--- config.mk ---
export PLATFORM = sky130hd
export DESIGN_NAME = wb_cache_control
export DESIGN_NICKNAME = d
export VERILOG_FILES = /design/src/rtl/wb_cache_control.sv
export SDC_FILE = /design/constraint.sdc
export NUM_CORES = 1
export LEC_CHECK = 0
export ABC_CLOCK_PERIOD_IN_PS = 6200
export CORE_UTILIZATION = 27
export CTS_BUF_LIST = sky130_fd_sc_hd__clkbuf_8
export CTS_CLUSTER_SIZE = 8
export DETAILED_ROUTE_END_ITERATION = 7
export GPL_TIMING_DRIVEN = 0
export MAX_ROUTING_LAYER = met4
export SLEW_MARGIN = 20
export SYNTH_ARGS = -nofsm -noshare
export SYNTH_HDL_FRONTEND = slang
export SYNTH_SLANG_ARGS = --single-unit
--- constraint.sdc ---
create_clock -name clk -period 6.2 [get_ports clk]
set_clock_uncertainty 0.2 [all_clocks]
set_input_delay 0.93 -clock clk [delete_from_list [all_inputs] [get_ports clk]]
set_output_delay 0.93 -clock clk [all_outputs]
set_load 0.01 [all_outputs]
--- src/rtl/wb_cache_control.sv ---
// rtl/wb_cache_control.sv - N-way write-back, write-allocate cache controller with tree PLRU and stats
//
// Purpose: sequences CPU accesses against an N-way set-associative cache
// datapath. Hits complete with zero wait states. Misses optionally write back
// a dirty victim and then fill the line from physical memory. The access then
// replays as a hit.
//
// Ports:
//   clk, rst                 clock; synchronous active-high reset
//   mem_read, mem_write      CPU request (held until mem_resp; write wins)
//   hit_way                  one-hot tag match for the current set (0 = miss)
//   valid_out, dirty_out     valid/dirty bits of the current set
//   lru_out                  tree-PLRU bits of the current set
//   pmem_resp                physical memory completion pulse
//   clear_stats              zero all statistics counters
//   mem_resp                 CPU access complete
//   pmem_read, pmem_write    line fill / write-back strobes
//   pmem_addr_sel            0 = CPU address, 1 = {victim tag, set}
//   way_sel                  datapath way mux select
//   data_src_mem             1 = pmem line into data array, 0 = CPU write data
//   load_tag/data/valid/dirty per-way array write enables
//   valid_in, dirty_in       values written to valid/dirty arrays
//   load_lru, lru_in         PLRU array write enable and new bits
//   hit_count, miss_count, wb_count  saturating statistics

module wb_cache_control #(
  parameter int WAYS  = 2,
  parameter int WAY_W = $clog2(WAYS),
  parameter int CNT_W = 16
) (
  input  logic             clk,
  input  logic             rst,
  input  logic             mem_read,
  input  logic             mem_write,
  input  logic [WAYS-1:0]  hit_way,
  input  logic [WAYS-1:0]  valid_out,
  input  logic [WAYS-1:0]  dirty_out,
  input  logic [WAYS-2:0]  lru_out,
  input  logic             pmem_resp,
  input  logic             clear_stats,
  output logic             mem_resp,
  output logic             pmem_read,
  output logic             pmem_write,
  output logic             pmem_addr_sel,
  output logic [WAY_W-1:0] way_sel,
  output logic             data_src_mem,
  output logic [WAYS-1:0]  load_tag,
  output logic [WAYS-1:0]  load_data,
  output logic [WAYS-1:0]  load_valid,
  output logic [WAYS-1:0]  load_dirty,
  output logic             valid_in,
  output logic             dirty_in,
  output logic             load_lru,
  output logic [WAYS-2:0]  lru_in,
  output logic [CNT_W-1:0] hit_count,
  output logic [CNT_W-1:0] miss_count,
  output logic [CNT_W-1:0] wb_count
);

  typedef enum logic [1:0] {
    S_IDLE       = 2'd0,
    S_WRITE_BACK = 2'd1,
    S_ALLOCATE   = 2'd2
  } state_t;

  state_t           state_q, state_d;
  logic [WAY_W-1:0] victim_q, victim_d;
  logic [CNT_W-1:0] hit_cnt_q, hit_cnt_d;
  logic [CNT_W-1:0] miss_cnt_q, miss_cnt_d;
  logic [CNT_W-1:0] wb_cnt_q, wb_cnt_d;

  logic req;
  logic is_hit;
  logic hit_ev, miss_ev, wb_ev;

  assign req    = mem_read | mem_write;
  assign is_hit = |hit_way;

  // One-hot hit vector to way index.
  logic [WAY_W-1:0] hit_idx;
  always_comb begin
    hit_idx = '0;
    for (int i = 0; i < WAYS; i++) begin
      if (hit_way[i]) hit_idx = WAY_W'(i);
    end
  end

  // Follow PLRU bits from the root; each level contributes one way-index bit,
  // MSB first, so the leaf reached is the way index directly.
  logic [WAY_W-1:0] plru_way;
  int               walk_node;
  always_comb begin
    walk_node = 0;
    plru_way  = '0;
    for (int l = 0; l < WAY_W; l++) begin
      plru_way[WAY_W-1-l] = lru_out[walk_node[WAY_W-1:0]];
      walk_node = 2 * walk_node + 1 + int'(lru_out[walk_node[WAY_W-1:0]]);
    end
  end

  // Touch the hit way: every node on its path points away from it.
  logic [WAYS-2:0] lru_upd;
  int              upd_node;
  logic            upd_bit;
  always_comb begin
    lru_upd  = lru_out;
    upd_node = 0;
    upd_bit  = 1'b0;
    for (int l = 0; l < WAY_W; l++) begin
      upd_bit = hit_idx[WAY_W-1-l];
      lru_upd[upd_node[WAY_W-1:0]] = ~upd_bit;
      upd_node = 2 * upd_node + 1 + int'(upd_bit);
    end
  end

  // Lowest-index invalid way (scan from the top so the lowest wins).
  logic             has_inv;
  logic [WAY_W-1:0] first_inv;
  always_comb begin
    has_inv   = 1'b0;
    first_inv = '0;
    for (int i = WAYS - 1; i >= 0; i--) begin
      if (!valid_out[i]) begin
        has_inv   = 1'b1;
        first_inv = WAY_W'(i);
      end
    end
  end

  logic [WAY_W-1:0] victim;
  logic             victim_dirty;
  logic [WAYS-1:0]  victim_oh;

  assign victim       = has_inv ? first_inv : plru_way;
  assign victim_dirty = valid_out[victim] & dirty_out[victim];
  assign victim_oh    = {{(WAYS-1){1'b0}}, 1'b1} << victim_q;

  // Next state and combinational outputs. Outputs are held at zero while rst
  // is high so a pmem_resp coinciding with reset cannot write the arrays.
  always_comb begin
    state_d       = state_q;
    victim_d      = victim_q;
    hit_ev        = 1'b0;
    miss_ev       = 1'b0;
    wb_ev         = 1'b0;
    mem_resp      = 1'b0;
    pmem_read     = 1'b0;
    pmem_write    = 1'b0;
    pmem_addr_sel = 1'b0;
    way_sel       = '0;
    data_src_mem  = 1'b0;
    load_tag      = '0;
    load_data     = '0;
    load_valid    = '0;
    load_dirty    = '0;
    valid_in      = 1'b0;
    dirty_in      = 1'b0;
    load_lru      = 1'b0;
    lru_in        = '0;

    if (!rst) begin
      case (state_q)
        S_IDLE: begin
          if (req) begin
            if (is_hit) begin
              mem_resp = 1'b1;
              way_sel  = hit_idx;
              load_lru = 1'b1;
              lru_in   = lru_upd;
              hit_ev   = 1'b1;
              if (mem_write) begin
                load_data  = hit_way;
                load_dirty = hit_way;
                dirty_in   = 1'b1;
              end
            end else begin
              victim_d = victim;
              miss_ev  = 1'b1;
              state_d  = victim_dirty ? S_WRITE_BACK : S_ALLOCATE;
            end
          end
        end

        S_WRITE_BACK: begin
          pmem_write    = 1'b1;
          pmem_addr_sel = 1'b1;
          way_sel       = victim_q;
          if (pmem_resp) begin
            wb_ev   = 1'b1;
            state_d = S_ALLOCATE;
          end
        end

        S_ALLOCATE: begin
          pmem_read = 1'b1;
          way_sel   = victim_q;
          if (pmem_resp) begin
            load_tag     = victim_oh;
            load_data    = victim_oh;
            load_valid   = victim_oh;
            load_dirty   = victim_oh;
            valid_in     = 1'b1;
            data_src_mem = 1'b1;
            state_d      = S_IDLE;
          end
        end

        default: state_d = S_IDLE;
      endcase
    end
  end

  function automatic logic [CNT_W-1:0] sat_inc(input logic [CNT_W-1:0] v, input logic en);
    return (en && (v != {CNT_W{1'b1}})) ? v + CNT_W'(1) : v;
  endfunction

  // clear_stats overrides a same-cycle increment.
  always_comb begin
    if (clear_stats) begin
      hit_cnt_d  = '0;
      miss_cnt_d = '0;
      wb_cnt_d   = '0;
    end else begin
      hit_cnt_d  = sat_inc(hit_cnt_q, hit_ev);
      miss_cnt_d = sat_inc(miss_cnt_q, miss_ev);
      wb_cnt_d   = sat_inc(wb_cnt_q, wb_ev);
    end
  end

  always_ff @(posedge clk) begin
    if (rst) begin
      state_q    <= S_IDLE;
      victim_q   <= '0;
      hit_cnt_q  <= '0;
      miss_cnt_q <= '0;
      wb_cnt_q   <= '0;
    end else begin
      state_q    <= state_d;
      victim_q   <= victim_d;
      hit_cnt_q  <= hit_cnt_d;
      miss_cnt_q <= miss_cnt_d;
      wb_cnt_q   <= wb_cnt_d;
    end
  end

  assign hit_count  = hit_cnt_q;
  assign miss_count = miss_cnt_q;
  assign wb_count   = wb_cnt_q;

endmodule

Word-level counts from Yosys, hierarchy flattened
Cells that the tools add are included.
Widths: inputs -> output; s select.
{ "classes": {"addsub": 3, "multipliers": 0, "div": 0, "n_lt_le_gt_ge": 1, "n_eq_ne": 9, "shifts": 1, "mux": 53, "bitwise_logic": 4, "reduce_logical": 9} }
{ "op_table": {"columns": ["op", "n"], "rows": [
  ["$add 16x1->16 const B", 3],
  ["$ne 16x16->1 const B", 3],
  ["$mux 1", 38],
  ["$mux 2", 12],
  ["$ne 2x2->1 const B", 4],
  ["$pmux 2 s3", 1],
  ["$reduce_or 2->1", 3],
  ["$pmux 2 s2", 1],
  ["$reduce_and 4->1", 1],
  ["$logic_and 1x1->1", 3],
  ["$reduce_and 3->1", 1],
  ["$eq 2x1->1 const B", 1],
  ["$eq 2x2->1 const B", 1],
  ["$logic_not 2->1", 1],
  ["$lt 1x2->1 const B", 1],
  ["$not 1->1", 2],
  ["$pmux 1 s2", 1],
  ["$shl 1x1->2 const A", 1],
  ["$and 1x1->1", 1],
  ["$or 1x1->1", 1]
]} }
{ "totals": {"register_bits": 51, "latch_bits": 0, "mem_bits_rw": 0, "mem_bits_ro": 0, "inputBits": 13, "output_inout_bits": 66, "wordCells": 85, "memories": 0} }

Longest topological paths before layout
Gate-level depths: netlist of run 1.
{ "depth": {"depth_word": 10, "depth_mapped": 9, "ltp_nobuf": 7} }

Worst setup path after synthesis of run 1
OpenSTA, ideal clock, no wires.
{ "synth_path": {"path_type": "input port to output port", "from": "input port hit_way[1]", "to": "output port mem_resp", "t_arrival_ns": 1.948, "required_time_ns": 5.070, "path_slack_ns": 3.122, "cell_stages": 6, "n_path_buf": 3, "cell_sequence": "clkbuf_1 o21ba_2 nand2_1 clkbuf_1 inv_1 buf_4"} }
{ "synth_via": {"elab_chain_cells": 5} }
{ "synth_lines": {"columns": ["item", "line", "rtl"], "rows": [
  ["start, declared", "35", "input logic [WAYS-1:0] hit_way,"],
  ["$reduce_or 2->1", "77", "assign is_hit = |hit_way;"],
  ["$mux 1 (4 in series)", null, null],
  ["end, declared", "41", "output logic mem_resp,"]
]} }
Every way passes these cells.

Worst setup path after layout of run 1
{ "layout_path": {"from": "input port mem_write", "to": "output port mem_resp"} }
{ "layout_via": {"elab_chain_cells": 4} }
{ "layout_lines": {"columns": ["item", "line", "rtl"], "rows": [
  ["start, declared", "34", "input logic mem_write,"],
  ["$or 1x1->1", "76", "assign req = mem_read | mem_write;"],
  ["$mux 1", "164", "if (req) begin"],
  ["$mux 1", "162", "case (state_q)"],
  ["$mux 1", "161", "if (!rst) begin"]
]} }
Every way passes these cells.

==> results.txt, run 1 <==
The highest ir drop seen on vdd is between 0.0001 and 0.00015 V. The worst-case register-to-register setup slack came out at approximately 3500 ps. The post-cts sizing count came out at 0. The top achievable clock speed is 234 MHz. The number of instances in the placed design came out at 570.

The tree is rooted in a clkbuf_8. TritonCTS built the clock tree. The total global routing overflow came out at 0. The critical path in this run is classified as input pin to output pin. The initial cell density of the core is between 20% and 30%. The synthesized-area fraction occupied by ao, oa, aoi and oai cells came out at 22.8%. In this run the static leakage power is 1.32 nW.

The final hold violation count came out at 0. The number of search-and-repair iterations in the first detailed-routing pass came out at 4. The number of max-cap violations is 0. The synthesized-area fraction occupied by and/or/nand/nor cells is between 30% and 40%. The critical path data required time came out at about 5000 ps. The CTS sink count is just over 50. After detailed routing, the average wire length per cell comes to roughly 15 microns. The hold buffer count at CTS is 0. The largest fanout on the critical path is 10. The run finished with clean final reports. The worst register-to-register path ends at miss_count[10]$_SDFFE_PP0P_. The first-pass GRT wire length came out at ~14000 microns. The post-layout instance count excluding filler cells came out at about 580. The number of setup buffers added after CTS is 0. Summed over all layers, the routed wires come to 8870 microns.

The transition at the pin with the smallest max-transition slack came out at ~700 ps. The number of stages on the worst hold path is 2. The most common cell after layout, fill and taps aside is clkdlybuf4s50_1. The pin count of the biggest net entering global routing came out at 16.

The path class of the tightest hold or removal check is flop to flop. The H-tree was split into 2 levels. The count of cells along the worst register-to-register path is 8. The number of warnings reported in the yosys synthesis log is 0. Fill cells in the final layout number ~1.1k. The placement row count is 37.

Dividing the detail-routed via count by the number of cells gives about 5.5. The wire-length estimate of the detail-placed layout is between 6000 and 7000 microns. The cell area that synthesis handed to floorplanning was 0.00294 sq mm. The cell count after synthesis is between 300 and 400.

The kind of launch point of the worst setup path is an input pin. The post-CTS clock slew at the launch and capture registers of the worst setup and hold paths is ~100 ps. The register bit count reported by yosys is 51. The tightest slew margin relative to the limit came out at between 50% and 60%. The die height came out at 106 microns. STA classifies the critical path endpoint as an output pin. Summing the sequential cell areas from Yosys gives between 30% and 40% of the chip area. After Yosys synthesis, full adders, half adders and majority gates account for 2.98% of the synthesized area. The library cells used most frequently in the layout, excluding fill and tap cells, are clkdlybuf4s50_1 (77), dfxtp_1 (51), a21oi_1 (31), nand2_1 (27), nand3_1 (22).

The last weighted congestion value of the routability-driven placer is between 0.8 and 0.9. The count of flip-flops with a built-in enable after synthesis is 0. The final critical path takes up ~70% of the cycle.

The number of global-route vias before repair came out at ~3k. The total number of vias is 3186. Setup repair after global routing left no endpoint under its margin. The antenna diode instance count is 0. The synthesized net count is around 380. The hold path startpoint is miss_count[11]$_SDFFE_PP0P_. The floorplan step set the die width to 106 microns. The maximum number of buffers from clock root to sink came out at 2. The die area is about 0.011 sq mm.

Summing the areas of all xor and xnor instances in the mapped netlist gives 0% of the synthesized area. The endpoint of the worst hold path is miss_count[11]$_SDFFE_PP0P_. The most used flip-flop cell after synthesis is dfxtp_1.

Of the cells placed in the final design, the portion with a size suffix greater than 1 is 6.33%. The iteration-0 DRC count of the detailed router came out at a little under 200. The fraction of synthesis flops using an asynchronous set or reset pin is 0%.

The number of antenna-violating nets in the routed design came out at 0. The number of clock buffers added by TritonCTS is 5. The number of ports placed on the die boundary is a little under 80. Of the post-synthesis cell area, the part taken by muxes is 1.40%. The initial antenna violation count is 0. The number of pins exceeding their max-slew limit in the final report came out at 0. For this run, design rule violations remaining after detail routing come to 0. The aggregate global-route resource usage came out at between 10% and 20%.

The final-report setup violation count is 0. The layout overhead on the synthesized area came out at 36.0%. The post-synthesis average cell area is roughly 8.2 sq um. The clock latency of the later-clocked register in the worst-skew pair is roughly 300 ps. The accumulated negative setup slack came out at 0 ps. The routed design could run at a clock period as short as between 4000 and 5000 ps. The number of different library cells in the post-synthesis netlist is 48. The core region is 0.0105 sq mm. The final layout net count came out at approximately 460. The main combinational cell family by area after synthesis is simple AND/OR/NAND/NOR gates. Port buffering added 77 buffers. The source of the worst register-to-register timing path is state_q[0]$_SDFFE_PP0P_. The arrival time at the worst endpoint is around 3200 ps. The power density over cell area came out at 165 mW/mm^2.
[sequential cells by signal, summed over array words and instances, names as in the netlist]
register	count
victim_q	1
miss_count	16
hit_count	16
state_q	2
wb_count	16
[synthesized netlist by cell type (8+ instances only)]
cell type / count / area share (%)
and4_1: 12 / 3.6
nand2_1: 27 / 3.4
clkbuf_1: 18 / 2.3
o21ai_0: 16 / 2.7
a21oi_1: 31 / 5.3
nand4_1: 14 / 3.0
or3_1: 13 / 2.8
o31ai_1: 13 / 3.3
o41ai_1: 8 / 2.4
nor2_1: 17 / 2.2
dfxtp_1: 51 / 35
nand3_1: 22 / 3.7
or4_1: 19 / 4.9
[through the flow]
step / hold WS [ps] / setup slack [ps] / cell area [sq um] / total power, mW / utilization [%]
after global routing: 326 / 1690 / 4000 / 0.693 / 38.2
after CTS: 306 / 1900 / 4000 / 0.671 / 38.2
final: 299 / 1920 / 4000 / 0.661 / 38.2
after global placement: 274 / 1920 / 3880 / 0.422 / 37.1
after detailed placement: 289 / 1900 / 3880 / 0.423 / 37.1
after floorplan: 284 / 3120 / 2940 / 0.385 / -
[layout make-up]
class	instances	area, sq um	area share (%)
Sequential cell	51	1020	25.5
Multi-Input combinational cell	275	1780	44.4
Buffer	26	125	3.13
Clock inverter	2	35.0	0.876
Inverter	5	18.8	0.469
Clock buffer	6	82.6	2.07
Timing Repair Buffer	77	771	19.3
Tap cell	136	170	4.26
[kinds of logic (layout without fill, tap and decap cells)]
group,Yosys count,after routing
flip-flops,51,51
AND/OR/NAND/NOR,164,164
adder cells (fa/ha/maj),7,7
AO/OA/AOI/OAI,100,100
buffers and inverters,31,116
multiplexers,4,4
[critical path, stage by stage]
cell	delay, ps
clkdlybuf4s50_1	550
o21a_1	150
clkbuf_1	310
nand2_1	130
clkbuf_1	230
inv_1	200
buf_4	130
clkdlybuf4s50_1	520
[where the power goes]
group,switching [mW],internal (mW)
Combinational,0.0455,0.0380
Sequential,0.00250,0.329
Clock,0.115,0.131
Total,0.163,0.498
[worst max-delay path by stage]
stage,from,endpoint,slack (ps),depth (start not counted)
floorplan,hit_way[1],mem_resp,3120,6
global placement,mem_write,mem_resp,1920,8
detailed placement,mem_write,mem_resp,1900,8
CTS,mem_write,mem_resp,1900,8
global route,mem_write,mem_resp,1690,8
finish,mem_write,mem_resp,1920,8
[layer usage]
metal	part of all wire, %	vias to the layer above	track usage, %	wire [microns]
met2	47	84	26.0	4190
met5	0	-	-	0
met4	1.4	0	5.06	124
met3	4.1	11	2.27	362
li1	-	1574	-	-
met1	47	1517	20.5	4200
Power figures use the tool's default switching activity.
==> inputs of run 2 (changes only) <==
- ABC_CLOCK_PERIOD_IN_PS: 6200 -> 3880
- clock period: 6.2 -> 3.88 ns (I/O delays scaled with it)
==> results of run 2 <==
Same layout as run 1 (identical final DEF). Status: complete, no violations.
Main changes from that run: setup slack after placement 1900 ps -> 277 ps; setup slack after layout 1920 ps -> 296 ps; register-to-register setup slack 3530 ps -> 1210 ps; total power 0.661 mW -> 1.06 mW; worst IR drop on VDD 0.000131 V -> 0.000209 V
==> inputs of run 3 (changes only) <==
- CORE_UTILIZATION: 27 -> 35
==> run 3 against run 2 <==
  * Count of clock-buffer cells in the layout is the same
  * Largest cell class unchanged
  * Combinational power is essentially flat
  * Maximum frequency is essentially flat
  * Utilization grew 9.9 points
  * Cell count shrank 5.5%
  * Sequential cell count is the same
  * Worst setup slack lost 0.68 ps
  * Cell area shrank 1.7%
  * Global-route usage grew 3.4 points
  * Total power shrank 8.1%
  * Sequential share of layout area grew 0.45 points
  * Die area shrank 22%
  * Largest power group unchanged
  * Critical path type unchanged
==> results.txt, run 3 (synthesized netlist as in run 1, its figures left out) <==
The number of buffers inserted to repair setup after CTS came out at 0. Once the clock tree was built, the resizer swapped 0 gates to a different size. The count of cells along the worst register-to-register path is 8. The die area is slightly below 0.009 sq mm. The cell with the largest stage delay on the worst path is clkdlybuf4s50_1. The post-CTS clock slew at the launch and capture registers of the worst setup and hold paths came out at 90 ps. The number of levels in the clock H-tree is 2.

The run finished with clean final reports. The placeable core region came out at just over 0.008 sq mm. The number of antenna-violating nets in the routed design came out at 0.

Traced cell by cell, the critical path runs through clkdlybuf4s50_1 > o21a_1 > clkbuf_1 > nand2_1 > clkbuf_1 > inv_1 > buf_4 > clkdlybuf4s50_1. The number of pins exceeding their max-slew limit in the final report came out at 0. The cell sitting at the root of the clock tree is a clkbuf_8. Of the cells placed in the final design, the portion with a size suffix greater than 1 is under 10%. The final hold violation count was 0. In the layout the commonest cells are clkdlybuf4s50_1 (77), dfxtp_1 (51), a21oi_1 (31), nand2_1 (27), nand3_1 (22). The minimum clock period came out at ~3600 ps. The number of search-and-repair iterations in the first detailed-routing pass is 4. The overall power consumption came out at a little under 1 mW. The transition at the pin with the smallest max-transition slack is between 600 and 700 ps. The largest single stage delay on the critical path is approximately 560 ps. The fraction of the cycle the final worst path needs is 92.4%.

For this block, the via count after detailed routing is approximately 3.2k. Entering global routing, the biggest net connects 15 pins. Measured against its own limit, the worst slew margin works out to between 50 and 60%.

The antenna diode instance count came out at 0. The layout overhead on the synthesized area is 33.7%. The accumulated negative setup slack is 0 ps. The number of global-route vias before repair is about 2.7k. The die height came out at about 94 microns. Clock tree synthesis found a total of 51 sinks.

The final layout net count is 461. Setup violations remaining at the end of the flow were counted as 0. The leakage power came out at between 1 and 1.5 nW. The highest ir drop seen on vdd came out at between 0.0002 and 0.00025 V. No sink is reached through more buffers than the 2 on the longest clock path.

The tool flagged a number of max-cap violations equal to 0. TritonCTS created 5 clock buffers. The kind of launch point of the worst setup path is an input pin.

The iteration-0 DRC count of the detailed router is 106. The CTS tree is yes. The number of stages on the worst hold path came out at 2. The path class of the tightest hold or removal check is flop to flop. The routed design has approximately 8300 microns of wire. STA classifies the critical path endpoint as an output pin.

The library cell used most frequently in the layout, excluding fill and tap cells, is clkdlybuf4s50_1. The last weighted congestion value of the routability-driven placer came out at 0.828. After floorplanning, the core was divided into 33 placement rows. The critical path data required time came out at 3100 ps. Setup repair after global routing left no endpoint under its margin. The first global-routing pass estimated between 10000 and 15000 microns of wire. The number of hold buffers added after CTS was 0. The critical path in this run is classified as input pin to output pin. The total global routing overflow came out at 0. The number of filler cells placed in the layout is 838. The largest fanout on the critical path came out at 10. The number of buffers added on ports came out at 77. The clock latency of the later-clocked register in the worst-skew pair came out at ~290 ps.

Dividing the detail-routed wire length by the instance count gives 15.3 microns. In the routed layout, each cell is associated on average with a via count of 5.82. For the worst setup path, the data arrival time is roughly 2800 ps. The die outline width came out at 93.7 microns. Summed over all nets, the half-perimeter wirelength after detailed placement is around 6000 microns.

In this run the count of I/O pins placed on the die edge is 79. The post-route DRC violation count is 0. Once the floorplan was initialized, standard cells occupied between 30% and 40% of the core. The top achievable clock speed is 279 MHz.

The initial antenna violation count came to 0. Global routing consumed, over all layers together, about a fifth of the routing resources. The power density over cell area came out at between 200 and 250 mW/mm^2.
-- run 3: cell type report --
type                       instances  area [sq um]  area share, %
multi-input combinational        275          1780           45.2
sequential                        51          1020           26.0
timing repair buffer              77           771           19.6
tap                              105           131           3.34
buffer                            26           125           3.18
clock buffer                       6          82.6           2.10
inverter                           5          18.8          0.478
clock inverter                     1          5.00          0.127
-- run 3: power by group --
part / total [mW] / switching [mW] / internal (mW)
sequential: 0.530 / 0.00389 / 0.526
clock: 0.309 / 0.169 / 0.140
combinational: 0.132 / 0.0709 / 0.0607
-- run 3: metrics by stage --
stage	area [sq um]	utilization (%)	instances	worst slack (ps)	hold WS [ps]
global route	3930	48.1	546	101	333
CTS	3930	48.1	546	295	309
finish	3930	48.1	546	295	302
global placement	3840	47.0	539	295	280
floorplan	2940	-	357	1500	284
detailed placement	3840	47.0	539	303	297
-- run 3: worst paths after layout --
check,start,end,slack [ps]
worst max-delay path,mem_write,mem_resp,300
worst min-delay path,miss_count[11]$_SDFFE_PP0P_,miss_count[11]$_SDFFE_PP0P_,300
worst max register to register,state_q[0]$_SDFFE_PP0P_,miss_count[10]$_SDFFE_PP0P_,1280
worst min register to register,miss_count[11]$_SDFFE_PP0P_,miss_count[11]$_SDFFE_PP0P_,300
-- run 3: critical path: cells and delay by family --
family	cells	cell delay (ps)
compound gates	1	150
simple gates	1	130
buf+inv	6	1950
-- run 3: layer usage --
metal | routed length, microns | GRT usage (%) | up-vias
li1 | - | - | 1574
met1 | 3980 | 25.8 | 1533
met2 | 4020 | 31.8 | 68
met3 | 297 | 2.83 | 2
met4 | 42 | 3.46 | 0
met5 | 0 | - | -
